<file path="src/rtl/hd_block_loader_if.sv">
// Command and memory-bus bundle for hd_block_loader.
// master: the copy engine (takes commands, drives both memories' address/write side).
// slave : the surroundings (CPU/OS command source plus the HD and program RAMs).
interface hd_block_loader_if #(
   parameter int DATA_W    = 32,
   parameter int HD_ADDR_W = 12,
   parameter int PM_ADDR_W = 10,
   parameter int LEN_W     = 11
);
   localparam int BASE_W = (HD_ADDR_W > PM_ADDR_W) ? HD_ADDR_W : PM_ADDR_W;

   // command side
   logic                 start;
   logic                 dir;
   logic [BASE_W-1:0]    src_base;
   logic [BASE_W-1:0]    dst_base;
   logic [LEN_W-1:0]     length;
   logic                 abort;
   logic                 busy;
   logic                 done;
   logic                 aborted;
   logic [LEN_W-1:0]     count;

   // HD store
   logic [HD_ADDR_W-1:0] hd_addr;
   logic [DATA_W-1:0]    hd_wdata;
   logic                 hd_we;
   logic [DATA_W-1:0]    hd_rdata;

   // program memory
   logic [PM_ADDR_W-1:0] pm_addr;
   logic [DATA_W-1:0]    pm_wdata;
   logic                 pm_we;
   logic [DATA_W-1:0]    pm_rdata;

   modport master (
      input  start, dir, src_base, dst_base, length, abort, hd_rdata, pm_rdata,
      output busy, done, aborted, count,
      output hd_addr, hd_wdata, hd_we, pm_addr, pm_wdata, pm_we
   );

   modport slave (
      output start, dir, src_base, dst_base, length, abort, hd_rdata, pm_rdata,
      input  busy, done, aborted, count,
      input  hd_addr, hd_wdata, hd_we, pm_addr, pm_wdata, pm_we
   );
endinterface

</file>
<file path="src/rtl/hd_block_loader.sv">
// Block-copy engine between the HD store and program memory.
// One command copies `length` words from src_base to dst_base in either
// direction; each word costs READ + RD_LAT x WAIT + WRITE cycles.
// Optional feature: define HD_BLOCK_LOADER_CHECKSUM_EN to add a running
// modulo-2^DATA_W sum of all written words on the `checksum` port.
module hd_block_loader #(
   parameter int DATA_W    = 32,
   parameter int HD_ADDR_W = 12,
   parameter int PM_ADDR_W = 10,
   parameter int LEN_W     = 11,
   parameter int RD_LAT    = 1
) (
   input  logic                 clock,
   input  logic                 resetCPU,
   hd_block_loader_if.master    bus
`ifdef HD_BLOCK_LOADER_CHECKSUM_EN
   ,
   output logic [DATA_W-1:0]    checksum
`endif
);

   localparam int BASE_W = (HD_ADDR_W > PM_ADDR_W) ? HD_ADDR_W : PM_ADDR_W;
   localparam int LAT_W  = (RD_LAT > 1) ? $clog2(RD_LAT) : 1;

   typedef enum logic [2:0] {IDLE, READ, WAIT, WRITE, FIN} state_t;

   state_t               state_q, state_n;
   logic                 dir_q, dir_n;
   logic [BASE_W-1:0]    src_q, src_n;
   logic [BASE_W-1:0]    dst_q, dst_n;
   logic [LEN_W-1:0]     len_q, len_n;
   logic [LAT_W-1:0]     lat_q, lat_n;

   logic [LEN_W-1:0]     count_n;
   logic [HD_ADDR_W-1:0] hd_addr_n;
   logic [PM_ADDR_W-1:0] pm_addr_n;
   logic [DATA_W-1:0]    hd_wdata_n, pm_wdata_n;
   logic                 hd_we_n, pm_we_n, busy_n, done_n, aborted_n;

   // Next state and next value of every registered output
   always_comb begin
      // NOTE: every variable gets its hold value first so no path leaves one unassigned (no latch).
      state_n    = state_q;
      dir_n      = dir_q;
      src_n      = src_q;
      dst_n      = dst_q;
      len_n      = len_q;
      lat_n      = lat_q;
      count_n    = bus.count;
      hd_addr_n  = bus.hd_addr;
      pm_addr_n  = bus.pm_addr;
      hd_wdata_n = bus.hd_wdata;
      pm_wdata_n = bus.pm_wdata;
      aborted_n  = 1'b0;

      if (state_q != IDLE && bus.abort) begin
         // A write presented this cycle lands, so it is counted; nothing follows it.
         state_n   = IDLE;
         aborted_n = 1'b1;
         if (state_q == WRITE) count_n = bus.count + LEN_W'(1);
      end else begin
         unique case (state_q)
            IDLE: begin
               if (bus.start) begin
                  dir_n   = bus.dir;
                  src_n   = bus.src_base;
                  dst_n   = bus.dst_base;
                  len_n   = bus.length;
                  count_n = '0;
                  state_n = (bus.length == '0) ? FIN : READ;
               end
            end
            READ: begin
               lat_n   = '0;
               state_n = WAIT;
            end
            WAIT: begin
               if (lat_q == LAT_W'(RD_LAT - 1)) begin
                  // Source data is valid now; it becomes the destination's write data.
                  if (dir_q) hd_wdata_n = bus.pm_rdata;
                  else       pm_wdata_n = bus.hd_rdata;
                  state_n = WRITE;
               end else begin
                  lat_n = lat_q + LAT_W'(1);
               end
            end
            WRITE: begin
               count_n = bus.count + LEN_W'(1);
               state_n = (count_n == len_q) ? FIN : READ;
            end
            FIN:     state_n = IDLE;
            default: state_n = IDLE;
         endcase
      end

      // Addresses are offset by the words already written and wrap at the memory size.
      if (state_n == READ) begin
         if (dir_n) pm_addr_n = src_n[PM_ADDR_W-1:0] + PM_ADDR_W'(count_n);
         else       hd_addr_n = src_n[HD_ADDR_W-1:0] + HD_ADDR_W'(count_n);
      end
      if (state_n == WRITE) begin
         if (dir_n) hd_addr_n = dst_n[HD_ADDR_W-1:0] + HD_ADDR_W'(count_n);
         else       pm_addr_n = dst_n[PM_ADDR_W-1:0] + PM_ADDR_W'(count_n);
      end

      hd_we_n = (state_n == WRITE) &&  dir_n;
      pm_we_n = (state_n == WRITE) && !dir_n;
      busy_n  = (state_n != IDLE);
      done_n  = (state_n == FIN);
   end

   // State, latched command and registered outputs
   always_ff @(posedge clock or negedge resetCPU) begin
      // NOTE: sequential state uses non-blocking assignments so every register samples pre-edge values.
      if (!resetCPU) begin
         state_q      <= IDLE;
         dir_q        <= 1'b0;
         src_q        <= '0;
         dst_q        <= '0;
         len_q        <= '0;
         lat_q        <= '0;
         bus.count    <= '0;
         bus.hd_addr  <= '0;
         bus.pm_addr  <= '0;
         bus.hd_wdata <= '0;
         bus.pm_wdata <= '0;
         bus.hd_we    <= 1'b0;
         bus.pm_we    <= 1'b0;
         bus.busy     <= 1'b0;
         bus.done     <= 1'b0;
         bus.aborted  <= 1'b0;
      end else begin
         state_q      <= state_n;
         dir_q        <= dir_n;
         src_q        <= src_n;
         dst_q        <= dst_n;
         len_q        <= len_n;
         lat_q        <= lat_n;
         bus.count    <= count_n;
         bus.hd_addr  <= hd_addr_n;
         bus.pm_addr  <= pm_addr_n;
         bus.hd_wdata <= hd_wdata_n;
         bus.pm_wdata <= pm_wdata_n;
         bus.hd_we    <= hd_we_n;
         bus.pm_we    <= pm_we_n;
         bus.busy     <= busy_n;
         bus.done     <= done_n;
         bus.aborted  <= aborted_n;
      end
   end

`ifdef HD_BLOCK_LOADER_CHECKSUM_EN
   // Running sum of the words written by the current command
   always_ff @(posedge clock or negedge resetCPU) begin
      if (!resetCPU)                         checksum <= '0;
      else if (state_q == IDLE && bus.start) checksum <= '0;
      else if (state_q == WRITE)             checksum <= checksum + (dir_q ? bus.hd_wdata : bus.pm_wdata);
   end
`endif

endmodule
</file>
<file path="src/flat_wrapper.sv">
// flat-port wrapper written by rule: the top's interface ports become plain ports
module hd_block_loader_flat 
#(
   parameter int DATA_W    = 32,
   parameter int HD_ADDR_W = 12,
   parameter int PM_ADDR_W = 10,
   parameter int LEN_W     = 11,
   parameter int RD_LAT    = 1
)
  (clock, resetCPU, bus_start, bus_dir, bus_src_base, bus_dst_base, bus_length, bus_abort, bus_hd_rdata, bus_pm_rdata, bus_busy, bus_done, bus_aborted, bus_count, bus_hd_addr, bus_hd_wdata, bus_hd_we, bus_pm_addr, bus_pm_wdata, bus_pm_we);
  hd_block_loader_if #(.DATA_W(DATA_W), .HD_ADDR_W(HD_ADDR_W), .PM_ADDR_W(PM_ADDR_W), .LEN_W(LEN_W)) bus_i ();
  input  logic clock;
  input  logic resetCPU;
  input wire logic [$bits(bus_i.start)-1:0] bus_start;
  input wire logic [$bits(bus_i.dir)-1:0] bus_dir;
  input wire logic [$bits(bus_i.src_base)-1:0] bus_src_base;
  input wire logic [$bits(bus_i.dst_base)-1:0] bus_dst_base;
  input wire logic [$bits(bus_i.length)-1:0] bus_length;
  input wire logic [$bits(bus_i.abort)-1:0] bus_abort;
  input wire logic [$bits(bus_i.hd_rdata)-1:0] bus_hd_rdata;
  input wire logic [$bits(bus_i.pm_rdata)-1:0] bus_pm_rdata;
  output wire logic [$bits(bus_i.busy)-1:0] bus_busy;
  output wire logic [$bits(bus_i.done)-1:0] bus_done;
  output wire logic [$bits(bus_i.aborted)-1:0] bus_aborted;
  output wire logic [$bits(bus_i.count)-1:0] bus_count;
  output wire logic [$bits(bus_i.hd_addr)-1:0] bus_hd_addr;
  output wire logic [$bits(bus_i.hd_wdata)-1:0] bus_hd_wdata;
  output wire logic [$bits(bus_i.hd_we)-1:0] bus_hd_we;
  output wire logic [$bits(bus_i.pm_addr)-1:0] bus_pm_addr;
  output wire logic [$bits(bus_i.pm_wdata)-1:0] bus_pm_wdata;
  output wire logic [$bits(bus_i.pm_we)-1:0] bus_pm_we;
  assign bus_i.start = bus_start;
  assign bus_i.dir = bus_dir;
  assign bus_i.src_base = bus_src_base;
  assign bus_i.dst_base = bus_dst_base;
  assign bus_i.length = bus_length;
  assign bus_i.abort = bus_abort;
  assign bus_i.hd_rdata = bus_hd_rdata;
  assign bus_i.pm_rdata = bus_pm_rdata;
  assign bus_busy = bus_i.busy;
  assign bus_done = bus_i.done;
  assign bus_aborted = bus_i.aborted;
  assign bus_count = bus_i.count;
  assign bus_hd_addr = bus_i.hd_addr;
  assign bus_hd_wdata = bus_i.hd_wdata;
  assign bus_hd_we = bus_i.hd_we;
  assign bus_pm_addr = bus_i.pm_addr;
  assign bus_pm_wdata = bus_i.pm_wdata;
  assign bus_pm_we = bus_i.pm_we;
  hd_block_loader #(.DATA_W(DATA_W), .HD_ADDR_W(HD_ADDR_W), .PM_ADDR_W(PM_ADDR_W), .LEN_W(LEN_W), .RD_LAT(RD_LAT)) u_core (.clock(clock), .resetCPU(resetCPU), .bus(bus_i));
endmodule
</file>
<file path="config.mk">
export PLATFORM = sky130hd
export DESIGN_NAME = hd_block_loader_flat
export DESIGN_NICKNAME = d
export VERILOG_FILES = /design/src/rtl/hd_block_loader_if.sv /design/src/rtl/hd_block_loader.sv /design/src/flat_wrapper.sv
export SDC_FILE = /design/constraint.sdc
export NUM_CORES = 1
export LEC_CHECK = 0
export CAP_MARGIN = 30
export CORE_ASPECT_RATIO = 0.7
export CORE_MARGIN = 8
export CORE_UTILIZATION = 40
export DETAILED_ROUTE_END_ITERATION = 10
export PLACE_DENSITY = 0.77
export SYNTH_ARGS = -nofsm -noshare
export SYNTH_HDL_FRONTEND = slang
export SYNTH_SLANG_ARGS = --single-unit
</file>
<file path="constraint.sdc">
create_clock -name clock -period 5.56 [get_ports clock]
set_clock_uncertainty 0.1 [all_clocks]
set_input_delay 1.112 -clock clock [delete_from_list [all_inputs] [get_ports clock]]
set_output_delay 1.112 -clock clock [all_outputs]
set_load 0.01 [all_outputs]
</file>
==> flow_summary.yaml <==
layout:
  area_growth_pct: 39.3
  diodes: 0
  final_nets: 1088
  drive_gt1_frac: 0.0819
floorplanning:
  fp.dieArea_um2: 22800
  core_area_um2: 17900
  fp-row-count: 41
  start_util: 0.405
  die_w_um: 177
  die_y_um: 129
  io_pins: 206
yosys:
  async_reset_ff_frac: 1.00
  synthCells: 767
  syn_area_per_cell_um2: 9.45
  synth_area_um2: 7250
  synth_edf_count: 0
  ys_seq_area_frac: 0.487
  ys.flop_type: "dfrtp_1"
  synth_cell_types: 76
  ys_warn_count: 0
  ys_ff_latch: 141
  syn_nets: 891
clock_network:
  clkLatencyLatePin_ns: 0.42
  clk_path_buf_depth: 2
  cts_sinks: 141
  cts_made_buffers: 17
  post-cts-setup-buffers: 0
  clkSlewWorstSetupHoldPaths_ns: 0.06
  clockRootBuffer: "clkbuf_16"
  cts_tree: "done"
  cts-resized-gates: 0
  ctsHoldBuffers: 0
  cts_max_level: 4
power:
  p_clk_frac: 0.208
  netSwitchingPower_uw: 2080
  power.density_nw_per_um2: 541
  peakVddDrop_mv: 0.253
  leakage_uw: 0.00454
  combPwrFrac: 0.473
  p_int_uw: 3380
  p_seq_frac: 0.319
  sw_frac_of_total: 0.381
sta:
  drv_slew: 0
  min_period_over_period: 0.856
  hold-worst-slack_ns: 0.373
  grt_setup_unrepaired: "no"
  tns_ns: 0
  max_freq_mhz: 210
  setup_viol: 0
  worstMarginPinSlew_ns: 0.911
  slew_headroom: 0.385
  fin_crit_ns: 4.76
  hold_viol_final: 0
detailed_routing:
  vias: 6453
  drt-vias-per-instance: 5.32
  wl_per_cell_um: 18.0
  drt_pass1_iterations: 5
  drtAntennaViolNets: 0
  drc: 0
  wirelength_um: 21800
  drt_iter0_drc: 571
global_routing:
  grt_use_total: 0.191
  grt_max_degree: 91
  grt_overflow: 0
  grt_pass1_vias: 6333
  antenna_found_initial: 0
  grt_pass1_wl_um: 34800
placement:
  gp_congestion: 0.870
  io_buffers: 205
  dpl.hpwl_um: 16200
min_path:
  hold_class: "reg -> reg"
worst_setup_path:
  worstPathArrival_ns: 4.96
  end_kind: "flip-flop"
  path_cells: "nand3b_1, clkinv_1, ha_1, nor4_1, a21oi_1, o221ai_1, mux2i_1, ha_1, a21o_1, a21oi_1, nor3_1, nor4_2, a21boi_1, or3_1, a211oi_1, a31oi_1"
  required_ns: 5.75
  path_max_fanout: 15
  startpoint_type: "flip-flop"
  crit_slowest_cell: "dfrtp_1"
  critical_path.max_stage_delay_ns: 0.68
  crit_type: "reg -> reg"
job:
  cap_viol_max_count: 0
run_status:
  status: "finished, final reports clean"
through the flow:
| step | util | power (µW) | instances | worst slack (ns) | area, µm² |
|---|---|---|---|---|---|
| 2_1_floorplan | - | 3170 | 767 | 1.17 | 7250 |
| 3_3_place_gp | 0.530 | 4270 | 1180 | 0.868 | 9490 |
| 3_5_place_dp | 0.532 | 4340 | 1181 | 0.715 | 9520 |
| 4_1_cts | 0.564 | 5490 | 1213 | 0.892 | 10100 |
| 5_1_grt | 0.564 | 5800 | 1213 | 0.390 | 10100 |
| 6_report | 0.564 | 5460 | 1213 | 0.799 | 10100 |
critical path, delay by kind of cell (launching register included):
kind                     cells  cell delay [ns]
buffers and inverters        1             0.22
AND/OR/NAND/NOR              5             1.67
flip-flops                   1             0.68
multiplexers                 1             0.16
AO/OA/AOI/OAI                7             1.27
adder cells (fa/ha/maj)      2             0.52
kinds of logic after synthesis:
family | share of synthesized area
AOI/OAI and AO/OA | 0.136
xor gates and xnor gates | 0.0350
adders and majority gates | 0.0380
buffers and inverters | 0.0395
DFF | 0.487
muxes | 0.0580
and+or+nand+nor | 0.207
layout make-up:
type | instances | area (µm²)
clock buffer | 20 | 447
clock inverter | 12 | 138
fill | 1596 | 7800
inverter | 26 | 97.6
multi-input combinational | 562 | 3440
sequential | 141 | 3530
tap | 236 | 295
timing repair buffer | 216 | 2160
placed cells by master (no fill, tap or decap), types with 5 or more instances in the layout:
cell	instances
nand2_1	204
clkdlybuf4s50_1	204
dfrtp_1	141
o21ai_0	37
a21oi_1	28
nor2_1	23
inv_1	22
xnor2_1	20
nand3_1	19
a31oi_1	18
mux2_2	18
ha_1	18
clkbuf_16	17
nor3_1	15
mux2_1	14
and3_1	10
o31ai_1	10
buf_4	10
and2_1	9
xor2_1	9
a211oi_1	7
mux2i_1	6
nor4_1	6
a221o_1	6
or3_1	5
a21o_1	5
clkinvlp_4	5
power groups by stage:
stage                     combinational (µW)  sequential, µW  clock [µW]
final                                   2580            1740        1140
after global routing                    2810            1790        1200
after CTS                               2600            1740        1160
after detailed placement                2580            1760           0
after global placement                  2540            1730           0
after floorplan                         1320            1840           0
state kept, by name, summed over array words and instances (netlist names), 3 cells and up:
register             count
u_core.bus.hd_addr      12
u_core.bus.pm_wdata     32
u_core.bus.pm_addr      10
u_core.src_q            12
u_core.len_q            11
u_core.dst_q            12
u_core.bus.hd_wdata     32
u_core.state_q           3
u_core.bus.count        11
synth_stat cells (all sizes together), types with 7 or more instances:
cell	instances	share of area
nor3	16	0.012
a31oi	18	0.016
dfrtp	141	0.49
nand2	205	0.11
xor2	9	0.011
nand3	22	0.017
o21ai	39	0.027
inv	25	0.013
ha	18	0.031
xnor2	20	0.024
clkbuf	18	0.0093
buf	20	0.017
and2	10	0.0086
a21oi	28	0.019
and3	10	0.0086
nor4	7	0.0069
nor2	24	0.013
mux2	32	0.050
a211oi	8	0.0090
o31ai	10	0.010
routing by layer:
layer,vias up,part of all wire,track usage
met5,-,0,0
met4,0,0.0072,0.0394
met3,18,0.096,0.0629
met2,270,0.45,0.287
met1,3097,0.45,0.266
li1,3068,-,-
final timing paths:
check,slack (ns),cells after the start,endpoint,startpoint
max,0.80,16,u_core.bus.pm_addr[7]$_DFF_PN0_,u_core.state_q[2]$_DFF_PN0_
min,0.37,2,u_core.bus.hd_wdata[22]$_DFFE_PN0P_,u_core.bus.hd_wdata[22]$_DFFE_PN0P_
max reg2reg,0.80,16,u_core.bus.pm_addr[7]$_DFF_PN0_,u_core.state_q[2]$_DFF_PN0_
min reg2reg,0.37,2,u_core.bus.hd_wdata[22]$_DFFE_PN0P_,u_core.bus.hd_wdata[22]$_DFFE_PN0P_
max in group asynchronous,4.21,2,u_core.bus.hd_addr[11]$_DFF_PN0_,resetCPU
min in group asynchronous,0.43,1,u_core.bus.hd_wdata[26]$_DFFE_PN0P_,resetCPU
(Power assumes the default switching activity.)
